File: config.mk
export PLATFORM = sky130hd
export DESIGN_NAME = dense_argmax_flat
export DESIGN_NICKNAME = d
export VERILOG_FILES = /design/src/rtl/dense_argmax_if.sv /design/src/rtl/dense_argmax.sv /design/src/flat_wrapper.sv
export SDC_FILE = /design/constraint.sdc
export NUM_CORES = 1
export LEC_CHECK = 0
export BUFFER_PORTS_ARGS = -buffer_cell sky130_fd_sc_hd__buf_4
export CORE_AREA = 4 4 76 78
export CTS_BUF_LIST = sky130_fd_sc_hd__clkbuf_4 sky130_fd_sc_hd__clkbuf_8 sky130_fd_sc_hd__clkbuf_16
export DETAILED_ROUTE_END_ITERATION = 8
export DIE_AREA = 0 0 80 82
export PLACE_DENSITY = 0.59
export SYNTH_ARGS = -nofsm -noshare
export SYNTH_HDL_FRONTEND = slang
export SYNTH_SLANG_ARGS = --single-unit
File: constraint.sdc
create_clock -name clk -period 2.8 [get_ports clk]
set_clock_uncertainty 0.2 [all_clocks]
set_input_delay 0.42 -clock clk [delete_from_list [all_inputs] [get_ports clk]]
set_output_delay 0.42 -clock clk [all_outputs]
set_load 0.005 [all_outputs]
File: src/rtl/dense_argmax_if.sv
// Handshake/score bus between the dense stage, dense_argmax and the result register.
// maxScore exists only when ARGMAX_SCORE_OUT_EN is defined.
interface dense_argmax_if #(
  parameter int OUT_COUNT = 10,
  parameter int DATA_SIZE = 16
);
  localparam int CW = $clog2(OUT_COUNT);

  logic                        start;
  logic                        inValid;
  logic signed [DATA_SIZE-1:0] dataIn;
  logic                        busy;
  logic                        valid;
  logic [CW-1:0]               classOut;
`ifdef ARGMAX_SCORE_OUT_EN
  logic signed [DATA_SIZE-1:0] maxScore;

  modport master (output start, inValid, dataIn, input busy, valid, classOut, maxScore);
  modport slave  (input start, inValid, dataIn, output busy, valid, classOut, maxScore);
`else
  modport master (output start, inValid, dataIn, input busy, valid, classOut);
  modport slave  (input start, inValid, dataIn, output busy, valid, classOut);
`endif
endinterface

File: src/rtl/dense_argmax.sv
// Streaming argmax over OUT_COUNT signed scores; ties resolve to the lowest index.
// ARGMAX_SCORE_OUT_EN adds the registered winning-score output (maxScore).
module dense_argmax #(
  parameter int OUT_COUNT = 10,
  parameter int DATA_SIZE = 16
) (
  input  logic           clk,
  input  logic           rst,
  dense_argmax_if.slave  bus
);
  localparam int CW = $clog2(OUT_COUNT);

  typedef enum logic [1:0] {IDLE, COLLECT, DONE} state_t;

  state_t                      state;
  logic [CW-1:0]               cnt;
  logic signed [DATA_SIZE-1:0] run_max;
  logic [CW-1:0]               run_idx;

  // Fold the current score in combinationally so the final one lands in classOut directly.
  logic                        take;
  logic signed [DATA_SIZE-1:0] nxt_max;
  logic [CW-1:0]               nxt_idx;
  logic                        last;

  always_comb begin
    take    = (cnt == '0) || (bus.dataIn > run_max);
    nxt_max = take ? bus.dataIn : run_max;
    nxt_idx = take ? cnt : run_idx;
    last    = (cnt == CW'(OUT_COUNT - 1));
  end

  always_ff @(posedge clk or posedge rst) begin
    if (rst) begin
      state        <= IDLE;
      cnt          <= '0;
      run_max      <= '0;
      run_idx      <= '0;
      bus.busy     <= 1'b0;
      bus.valid    <= 1'b0;
      bus.classOut <= '0;
`ifdef ARGMAX_SCORE_OUT_EN
      bus.maxScore <= '0;
`endif
    end else begin
      case (state)
        IDLE: begin
          if (bus.start) begin
            state    <= COLLECT;
            cnt      <= '0;
            bus.busy <= 1'b1;
          end
        end
        COLLECT: begin
          if (bus.inValid) begin
            run_max <= nxt_max;
            run_idx <= nxt_idx;
            if (last) begin
              state        <= DONE;
              bus.busy     <= 1'b0;
              bus.valid    <= 1'b1;
              bus.classOut <= nxt_idx;
`ifdef ARGMAX_SCORE_OUT_EN
              bus.maxScore <= nxt_max;
`endif
            end else begin
              cnt <= cnt + 1'b1;
            end
          end
        end
        DONE: begin
          bus.valid <= 1'b0;
          if (bus.start) begin
            state    <= COLLECT;
            cnt      <= '0;
            bus.busy <= 1'b1;
          end else begin
            state <= IDLE;
          end
        end
        default: begin
          state     <= IDLE;
          bus.busy  <= 1'b0;
          bus.valid <= 1'b0;
        end
      endcase
    end
  end
endmodule
File: src/flat_wrapper.sv
// flat-port wrapper written by rule: the top's interface ports become plain ports
module dense_argmax_flat 
#(
  parameter int OUT_COUNT = 10,
  parameter int DATA_SIZE = 16
)
  (clk, rst, bus_start, bus_inValid, bus_dataIn, bus_busy, bus_valid, bus_classOut);
  dense_argmax_if #(.OUT_COUNT(OUT_COUNT), .DATA_SIZE(DATA_SIZE)) bus_i ();
  input  logic clk;
  input  logic rst;
  input wire logic [$bits(bus_i.start)-1:0] bus_start;
  input wire logic [$bits(bus_i.inValid)-1:0] bus_inValid;
  input wire logic [$bits(bus_i.dataIn)-1:0] bus_dataIn;
  output wire logic [$bits(bus_i.busy)-1:0] bus_busy;
  output wire logic [$bits(bus_i.valid)-1:0] bus_valid;
  output wire logic [$bits(bus_i.classOut)-1:0] bus_classOut;
  assign bus_i.start = bus_start;
  assign bus_i.inValid = bus_inValid;
  assign bus_i.dataIn = bus_dataIn;
  assign bus_busy = bus_i.busy;
  assign bus_valid = bus_i.valid;
  assign bus_classOut = bus_i.classOut;
  dense_argmax #(.OUT_COUNT(OUT_COUNT), .DATA_SIZE(DATA_SIZE)) u_core (.clk(clk), .rst(rst), .bus(bus_i));
endmodule
==> metrics.cfg, run 1 <==
[routing]
vias_per_cell=4.67
wl_per_cell_um=12.7
firstDrtPassIters=4
vias=1265
drt_iter0_markers=43
wl_um=3440
drc=0
ant_nets=0

[timing]
setup_viol=0
clock.fmax_ghz=0.380
worstMarginPinSlew_ns=0.462
finalCritPeriodShare_pct=94.0
post-route-min-period_ns=2.63
hold_viol_final=0
slew_headroom_pct=68.9
rsz0062_at_grt=no
final_max_slew_viol_count=0
setup_tns_ns=0

[critical_path]
cp_cell_sequence=inv_1, ha_1, nand4_2, nor4_4, nand4_1, a32o_1, o21ai_2, buf_12, mux2_4
cp-startpoint=u_core.run_max[15]
path_buf_inv=2
start_kind=register
critPathMaxStageDelay_ns=0.35
cp-endpoint=u_core.run_max[5]
crit_type=register to register
r2r_slack_ns=0.17
arrival_ns=2.60
rr_startpoint=u_core.run_max[15]
cp.required_ns=2.77
crit_slowest_cell=dfrtp_1
ff2ff_path_depth=9
end_kind=register
critPathMaxFanout=20
r2r-end=u_core.run_max[5]
worstSetupPathDepth=9
critical_path.top_delay_family=simple AND/OR/NAND/NOR gates

[placement]
io_buffers=25
routabilityCongestion=0.796
dp_hpwl_um=2560

[grt]
track_usage_pct=11.9
grt_pass1_vias=1288
grt_max_degree=33
grt_overflow=0
antenna_found_initial=0
met3_usage_pct=3.62
grtUsageMet1_pct=14.6
gr-usage-met2_pct=19.5
grt-busiest-layer=met2
grt_pass1_wl_um=5930

[synth]
synthSimpleGateAreaFrac_pct=10.9
synth_compound_area_share_pct=12.1
synth.area.mux_share_pct=14.5
synthFlopType=dfrtp_1
syn_area_sq_um=1870
synth_xor_xnor_area_share_pct=0.938
ys_ff_latch=32
syn_inst=166
synth_seq_area_share_pct=42.9
synth_top_family_by_area=multiplexers
synth.distinct_cells=32
avgSynthCellArea_sq_um=11.2
synthArstFlopShare_pct=100
synth_edf_count=0
synth-adder-area-share_pct=12.7
yosysWarnings=0
synth_fp_nets=205

[layout]
seq_area_sq_um=801
fill_cells=517
syn2layout_area_growth_pct=21.4
drive_gt1_share_pct=29.9
final_cell_mix=dfrtp_1, buf_4, inv_1
multi_input_area_sq_um=957
final_common_cell=dfrtp_1
n_antenna_cell=0
nNetsFinal=240

[die]
dieHeight_um=82
design.die.area_sq_um=6560
num_io_pins=26
die_w_um=80
start_util_pct=36.8
num_rows=26
core_area_sq_um=5070

[run_status]
status=finished clean

[clock_network]
tritoncts=yes
numCtsBuffers=5
holdBufCountCts=0
post_cts_buffers=0
cts_max_level=2
clock-sinks=32
cts_resized=0
clk-insertion-delay-late_ns=0.28
clock-root-buffer=clkbuf_8
ctsLongestPathBuffers=2
path_clk_slew_ns=0.06

[power]
vdd_drop_max_v=0.000377
leakage_nw=1.18
power_density_nw_per_um2=1060
power_mw=2.40

[job]
drv_cap=0

[hold_path]
min_path_type=primary input to asynchronous set/reset pin

==> power breakdown <==
| part | switching [mW] | leakage, nW | total, mW | internal [mW] |
|---|---|---|---|---|
| Clock | 0.161 | 0.0503 | 0.379 | 0.219 |
| Combinational | 0.526 | 0.741 | 1.19 | 0.660 |
| Sequential | 0.144 | 0.389 | 0.831 | 0.687 |
| Total | 0.831 | 1.18 | 2.40 | 1.57 |
==> registers in the layout (all words and copies together), names as in the netlist <==
signal / cells
u_core.run_max: 16
u_core.bus.classOut: 4
u_core.cnt: 4
u_core.run_idx: 4
u_core.state: 2
u_core.bus.busy: 1
u_core.bus.valid: 1
==> worst min path at each step <==
stage	startpoint	to	slack, ns	depth (start not counted)
2_1_floorplan	u_core.state[1]	u_core.bus.valid	0.25	1
4_1_cts	rst	u_core.run_max[4]	0.04	3
5_1_grt	rst	u_core.run_max[4]	0.07	3
3_5_place_dp	u_core.state[1]	u_core.bus.valid	0.28	1
3_3_place_gp	u_core.run_idx[2]	u_core.run_idx[2]	0.28	1
6_report	rst	u_core.state[1]	0.02	3
==> through the flow <==
stage | cell area, sq um | setup WS (ns) | instances | hold slack (ns) | util, %
after floorplan | 1870 | 0.204 | 166 | 0.248 | -
after global placement | 2170 | 0.0278 | 264 | 0.283 | 42.8
after detailed placement | 2170 | 0.00689 | 264 | 0.276 | 42.8
after CTS | 2270 | 0.158 | 271 | 0.0405 | 44.6
after global routing | 2270 | 0.00159 | 271 | 0.0725 | 44.6
final | 2270 | 0.168 | 271 | 0.0235 | 44.6
==> worst min-delay path: cells and delay by family <==
kind	cells	cell delay, ns
buffers and inverters	3	0.51
==> cell type report <==
class	count	area share [%]
multi-input combinational	109	42.2
timing repair buffer	30	10.5
sequential	32	35.3
inverter	23	3.81
tap	70	3.87
clock buffer	7	4.25
==> kinds of logic (layout without fill, tap and decap cells) <==
| family | Yosys count | after routing |
|---|---|---|
| fa+ha+maj | 19 | 19 |
| mux | 19 | 19 |
| compound gates | 31 | 31 |
| simple gates | 38 | 38 |
| flops | 32 | 32 |
| buf+inv | 25 | 60 |
| xor+xnor | 2 | 2 |
==> synth_stat cells (2+ instances only) <==
cell,instances,area share [%]
inv_1,23,4.6
a32o_1,3,1.6
dfrtp_1,32,43
nand4_1,3,1.0
mux2_4,16,13
o31ai_1,2,0.80
xor2_1,2,0.94
nor2b_1,2,0.67
a21o_1,2,0.80
o31a_1,4,1.9
o21ai_0,4,1.1
ha_1,19,13
nor2_1,10,2.0
nand3_1,2,0.54
nand2_1,12,2.4
mux2i_1,2,1.1
buf_6,2,1.2
a21oi_1,11,2.9
nor3_1,2,0.54
==> layer usage <==
layer | routed length [um] | vias up | part of all wire (%)
met4 | 41 | 0 | 1.2
met5 | 0 | - | 0
met3 | 164 | 4 | 4.8
met1 | 1610 | 593 | 47
met2 | 1620 | 22 | 47
li1 | - | 646 | -
No activity file was read; power rests on OpenSTA's default activity.
==> run 2: changes to the inputs <==
--- a/config.mk
+++ b/config.mk
@@ -10,7 +10,8 @@
 export CTS_BUF_LIST = sky130_fd_sc_hd__clkbuf_4 sky130_fd_sc_hd__clkbuf_8 sky130_fd_sc_hd__clkbuf_16
 export DETAILED_ROUTE_END_ITERATION = 8
 export DIE_AREA = 0 0 80 82
-export PLACE_DENSITY = 0.59
+export MAX_ROUTING_LAYER = met4
+export PLACE_DENSITY = 0.61
 export SYNTH_ARGS = -nofsm -noshare
 export SYNTH_HDL_FRONTEND = slang
 export SYNTH_SLANG_ARGS = --single-unit
==> constraint.sdc (replaced) <==
create_clock -name clk -period 2.37 [get_ports clk]
set_clock_uncertainty 0.2 [all_clocks]
set_input_delay 0.3555 -clock clk [delete_from_list [all_inputs] [get_ports clk]]
set_output_delay 0.3555 -clock clk [all_outputs]
set_load 0.005 [all_outputs]
==> metrics.cfg, run 2 (synthesis gave the netlist of run 1 again) <==
[run_status]
status=finished, violations left
violations=negative setup slack

[routing]
vias=1327
drc=0
drt_iter0_markers=35
ant_nets=0
vias_per_cell=4.67
wl_per_cell_um=12.5
firstDrtPassIters=4
wl_um=3560

[die]
num_io_pins=26
design.die.area_sq_um=6560
die_w_um=80
start_util_pct=36.8
core_area_sq_um=5070
dieHeight_um=82
num_rows=26

[clock_network]
numCtsBuffers=5
clk-insertion-delay-late_ns=0.29
clock-root-buffer=clkbuf_8
cts_max_level=2
ctsLongestPathBuffers=2
tritoncts=yes
path_clk_slew_ns=0.07
clock-sinks=32

[placement]
dp_slack_ns=-0.410
io_buffers=25
postPlaceCellArea_sq_um=2250
dp_hpwl_um=2610
routabilityCongestion=0.785

[layout]
largest_reg_flops=16
fill_cells=519
final_common_cell=buf_4
postLayoutCoreUtil_pct=48.8
nNetsFinal=252
drive_gt1_share_pct=40.7
final_cell_mix=buf_4, dfrtp_1, inv_1
syn2layout_area_growth_pct=32.6
top_register=u_core.run_max
final_area_sq_um=2480
n_antenna_cell=0

[job]
drv_cap=0

[grt]
track_usage_pct=12.3
grt_max_degree=33
grt_pass1_vias=1324
grt_pass1_wl_um=5940
grt_overflow=0
antenna_found_initial=0

[timing]
slew_headroom_pct=68.2
hold_viol_final=0
final_max_slew_viol_count=0
fin_ws_ns=-0.169
worstMarginPinSlew_ns=0.475
setup_viol=22
post-route-min-period_ns=2.54
finalCritPeriodShare_pct=107
rsz0062_at_grt=yes
clock.fmax_ghz=0.394

[critical_path]
crit_type=register to register
arrival_ns=2.51
r2r_slack_ns=-0.17
start_kind=register
cp_cell_sequence=inv_2, ha_4, nand4_4, nor4_4, nand4_1, a32o_2, o21ai_4, buf_6, mux2_4
cp.required_ns=2.34
rr_startpoint=u_core.run_max[14]
critPathMaxFanout=7
path_buf_inv=2
critPathMaxStageDelay_ns=0.36
crit_slowest_cell=dfrtp_1
ff2ff_path_depth=9
r2r-end=u_core.run_max[10]
end_kind=register
critical_path.top_delay_family=simple AND/OR/NAND/NOR gates

[hold_path]
min_from=bus_dataIn[5]
holdPathEnd=u_core.run_max[5]
min_path_type=primary input to register
hold_depth=2

[power]
vdd_drop_max_v=0.000599
power_density_nw_per_um2=1290
leakage_nw=1.24

run 2: layout make-up:
class / instances / area (sq um) / share of cell area [%]
repair buffers: 42 / 337 / 13.6
clock buffers: 5 / 68.8 / 2.78
multi-input cells: 109 / 1050 / 42.5
well taps: 70 / 87.6 / 3.54
inverters: 23 / 86.3 / 3.49
flip-flops and latches: 32 / 801 / 32.3
clock inverters: 3 / 42.5 / 1.72
run 2: timing repair:
item                                   in CTS  in global routing
endpoints found under the hold margin      32                  0
hold buffers                                1                  0
setup endpoints to repair                  23                 23
setup buffers                               2                  4
pin swaps                                   6                  3
gates resized for setup                     9                  6
run 2: worst max path at each step:
| stage | start | to | slack, ns | cells after the start |
|---|---|---|---|---|
| floorplan | u_core.run_max[7] | u_core.run_max[15] | -0.07 | 9 |
| global placement | bus_dataIn[5] | u_core.run_max[11] | -0.33 | 9 |
| detailed placement | bus_dataIn[5] | u_core.run_max[2] | -0.41 | 9 |
| CTS | u_core.run_max[12] | u_core.run_max[10] | -0.18 | 9 |
| global route | u_core.run_max[14] | u_core.run_max[10] | -0.29 | 9 |
| finish | u_core.run_max[14] | u_core.run_max[10] | -0.17 | 9 |
run 2: layer usage:
metal  track usage, %  wire length, um  vias up
li1                 -                -      672
met1             14.6             1680      632
met2             19.5             1670       18
met3             3.51              155        5
met4             5.07               52        0
met5                -                0        -
run 2: power breakdown:
group          switching [mW]  internal (mW)  total (mW)  leakage [nW]
clock network           0.214          0.311       0.525        0.0541
logic                   0.728          0.972        1.70         0.801
registers               0.170          0.811       0.980         0.389
total                    1.11           2.09        3.21          1.24
run 2: stage by stage:
stage	power, mW	cells	setup TNS, ns	hold slack (ns)
final	3.21	284	-2.93	0.111
after floorplan	2.10	166	-1.06	0.248
after detailed placement	2.51	269	-7.52	0.277
after CTS	3.14	280	-2.82	0.102
after global routing	3.47	284	-5.50	0.106
after global placement	2.49	269	-5.91	0.267
==> run 3: changes to the inputs <==
--- a/config.mk
+++ b/config.mk
@@ -10,8 +10,6 @@
 export CTS_BUF_LIST = sky130_fd_sc_hd__clkbuf_4 sky130_fd_sc_hd__clkbuf_8 sky130_fd_sc_hd__clkbuf_16
 export DETAILED_ROUTE_END_ITERATION = 8
 export DIE_AREA = 0 0 80 82
-export MAX_ROUTING_LAYER = met4
-export PLACE_DENSITY = 0.61
 export SYNTH_ARGS = -nofsm -noshare
 export SYNTH_HDL_FRONTEND = slang
 export SYNTH_SLANG_ARGS = --single-unit
==> metrics.cfg, run 3 (synthesis gave the netlist of run 1 again) <==
[die]
dieHeight_um=82
die_w_um=80
num_rows=26
start_util_pct=36.8
num_io_pins=26
design.die.area_sq_um=6560
core_area_sq_um=5070

[layout]
final_cell_mix=buf_4, dfrtp_1, inv_1
syn2layout_area_growth_pct=33.0
largest_reg_flops=16
multi_input_area_sq_um=1080
drive_gt1_share_pct=39.8
n_antenna_cell=0
final_area_sq_um=2480
nNetsFinal=249
seq_area_sq_um=801
fill_cells=513
final_common_cell=buf_4
top_register=u_core.run_max

[clock_network]
cts_max_level=2
clk-insertion-delay-late_ns=0.29
numCtsBuffers=5
path_clk_slew_ns=0.07
clock-root-buffer=clkbuf_8
ctsLongestPathBuffers=2
clock-sinks=32
tritoncts=yes

[grt]
antenna_found_initial=0
track_usage_pct=12.3
grt_pass1_wl_um=6250
grt_overflow=0
grt_max_degree=22
grt_pass1_vias=1376

[critical_path]
path_buf_inv=2
critPathMaxFanout=10
critical_path.top_delay_family=compound AO/OA/AOI/OAI gates
arrival_ns=2.53
end_kind=register
crit_type=register to register
critPathMaxStageDelay_ns=0.36
cp.required_ns=2.34
cp_cell_sequence=inv_1, ha_4, nand4_1, nor4_4, a21bo_2, a31oi_4, o21ai_4, buf_12, mux2_4
start_kind=register
crit_slowest_cell=dfrtp_1

[routing]
drt_iter0_markers=45
vias_per_cell=4.72
wl_per_cell_um=13.0
vias=1325
firstDrtPassIters=5
ant_nets=0
wl_um=3650
drc=0

[timing]
fin_ws_ns=-0.194
post-route-min-period_ns=2.56
final_max_slew_viol_count=0
rsz0062_at_grt=yes
clock.fmax_ghz=0.390
finalCritPeriodShare_pct=108
timing.hold.ws_ns=0.109
hold_viol_final=0
worstMarginPinSlew_ns=0.467
slew_headroom_pct=68.7
setup_viol=22

[job]
drv_cap=0

[power]
leakage_nw=1.24
vdd_drop_max_v=0.000484
p_switching_mw=1.12
clkPwrFrac_pct=13.9
combPwrFrac_pct=54.5
intPower_mw=2.00
power_density_nw_per_um2=1260
swShare_pct=35.9
pwr-share-seq_pct=31.5

[placement]
dp_hpwl_um=2720
io_buffers=25
postPlaceCellArea_sq_um=2280
routabilityCongestion=0.706

[run_status]
violations=negative setup slack
status=finished, violations left

[hold_path]
min_path_type=primary input to register

run 3: cell count changes in the layout (fill, tap and decap cells not counted), moves of 2 or more:
cell,before,now
inv_1,19,21
buf_4,36,33
inv_2,4,2
buf_6,5,3
buf_12,0,2
run 3: final cells by class:
type / instances / area share [%]
flip-flops and latches: 32 / 32.3
well taps: 70 / 3.53
clock inverters: 2 / 0.403
multi-input cells: 109 / 43.6
clock buffers: 6 / 3.33
inverters: 23 / 3.48
repair buffers: 39 / 13.4
run 3: routing by layer:
metal  GRT usage, %  vias to the layer above  wire length (um)
met5              0                        -                 0
met4           4.56                        0                50
met3           3.40                        6               175
met2           20.1                       23              1720
met1           15.4                      635              1710
li1               -                      661                 -
run 3: power groups by stage:
stage               combinational [mW]  sequential, mW  clock [mW]
detailed placement                1.60           0.985           0
finish                            1.71           0.985       0.436
CTS                               1.65           0.982       0.457
global placement                  1.57           0.986           0
floorplan                         1.16           0.947           0
global route                      1.91            1.02       0.479
run 3: path summary, 6_finish.rpt:
kind,from,cells past startpoint,slack [ns],endpoint
hold / removal,bus_dataIn[8],2,0.11,u_core.run_max[8]
setup / recovery,u_core.run_max[6],9,-0.19,u_core.run_max[6]
min in group asynchronous,rst,3,0.43,u_core.bus.classOut[3]
setup reg to reg,u_core.run_max[6],9,-0.19,u_core.run_max[6]
max in group asynchronous,rst,4,0.90,u_core.bus.classOut[1]
hold reg to reg,u_core.state[1],1,0.28,u_core.bus.valid
run 3: through the flow:
step | cells | worst slack [ns] | setup TNS [ns] | util, % | total power [mW]
2_1_floorplan | 166 | -0.0710 | -1.06 | - | 2.10
3_3_place_gp | 269 | -0.306 | -5.94 | 44.9 | 2.56
3_5_place_dp | 269 | -0.338 | -6.38 | 44.9 | 2.58
4_1_cts | 279 | -0.199 | -3.77 | 47.7 | 3.09
5_1_grt | 281 | -0.302 | -5.93 | 48.9 | 3.41
6_report | 281 | -0.194 | -3.54 | 48.9 | 3.13
run 3: repair_timing:
item                                    CTS  global route
buffers inserted                          1             3
hold endpoints to repair                 11             0
endpoints found under the setup margin   22            24
gates resized for setup                   4            11
pin swaps                                 1             6
hold buffers                              1             0
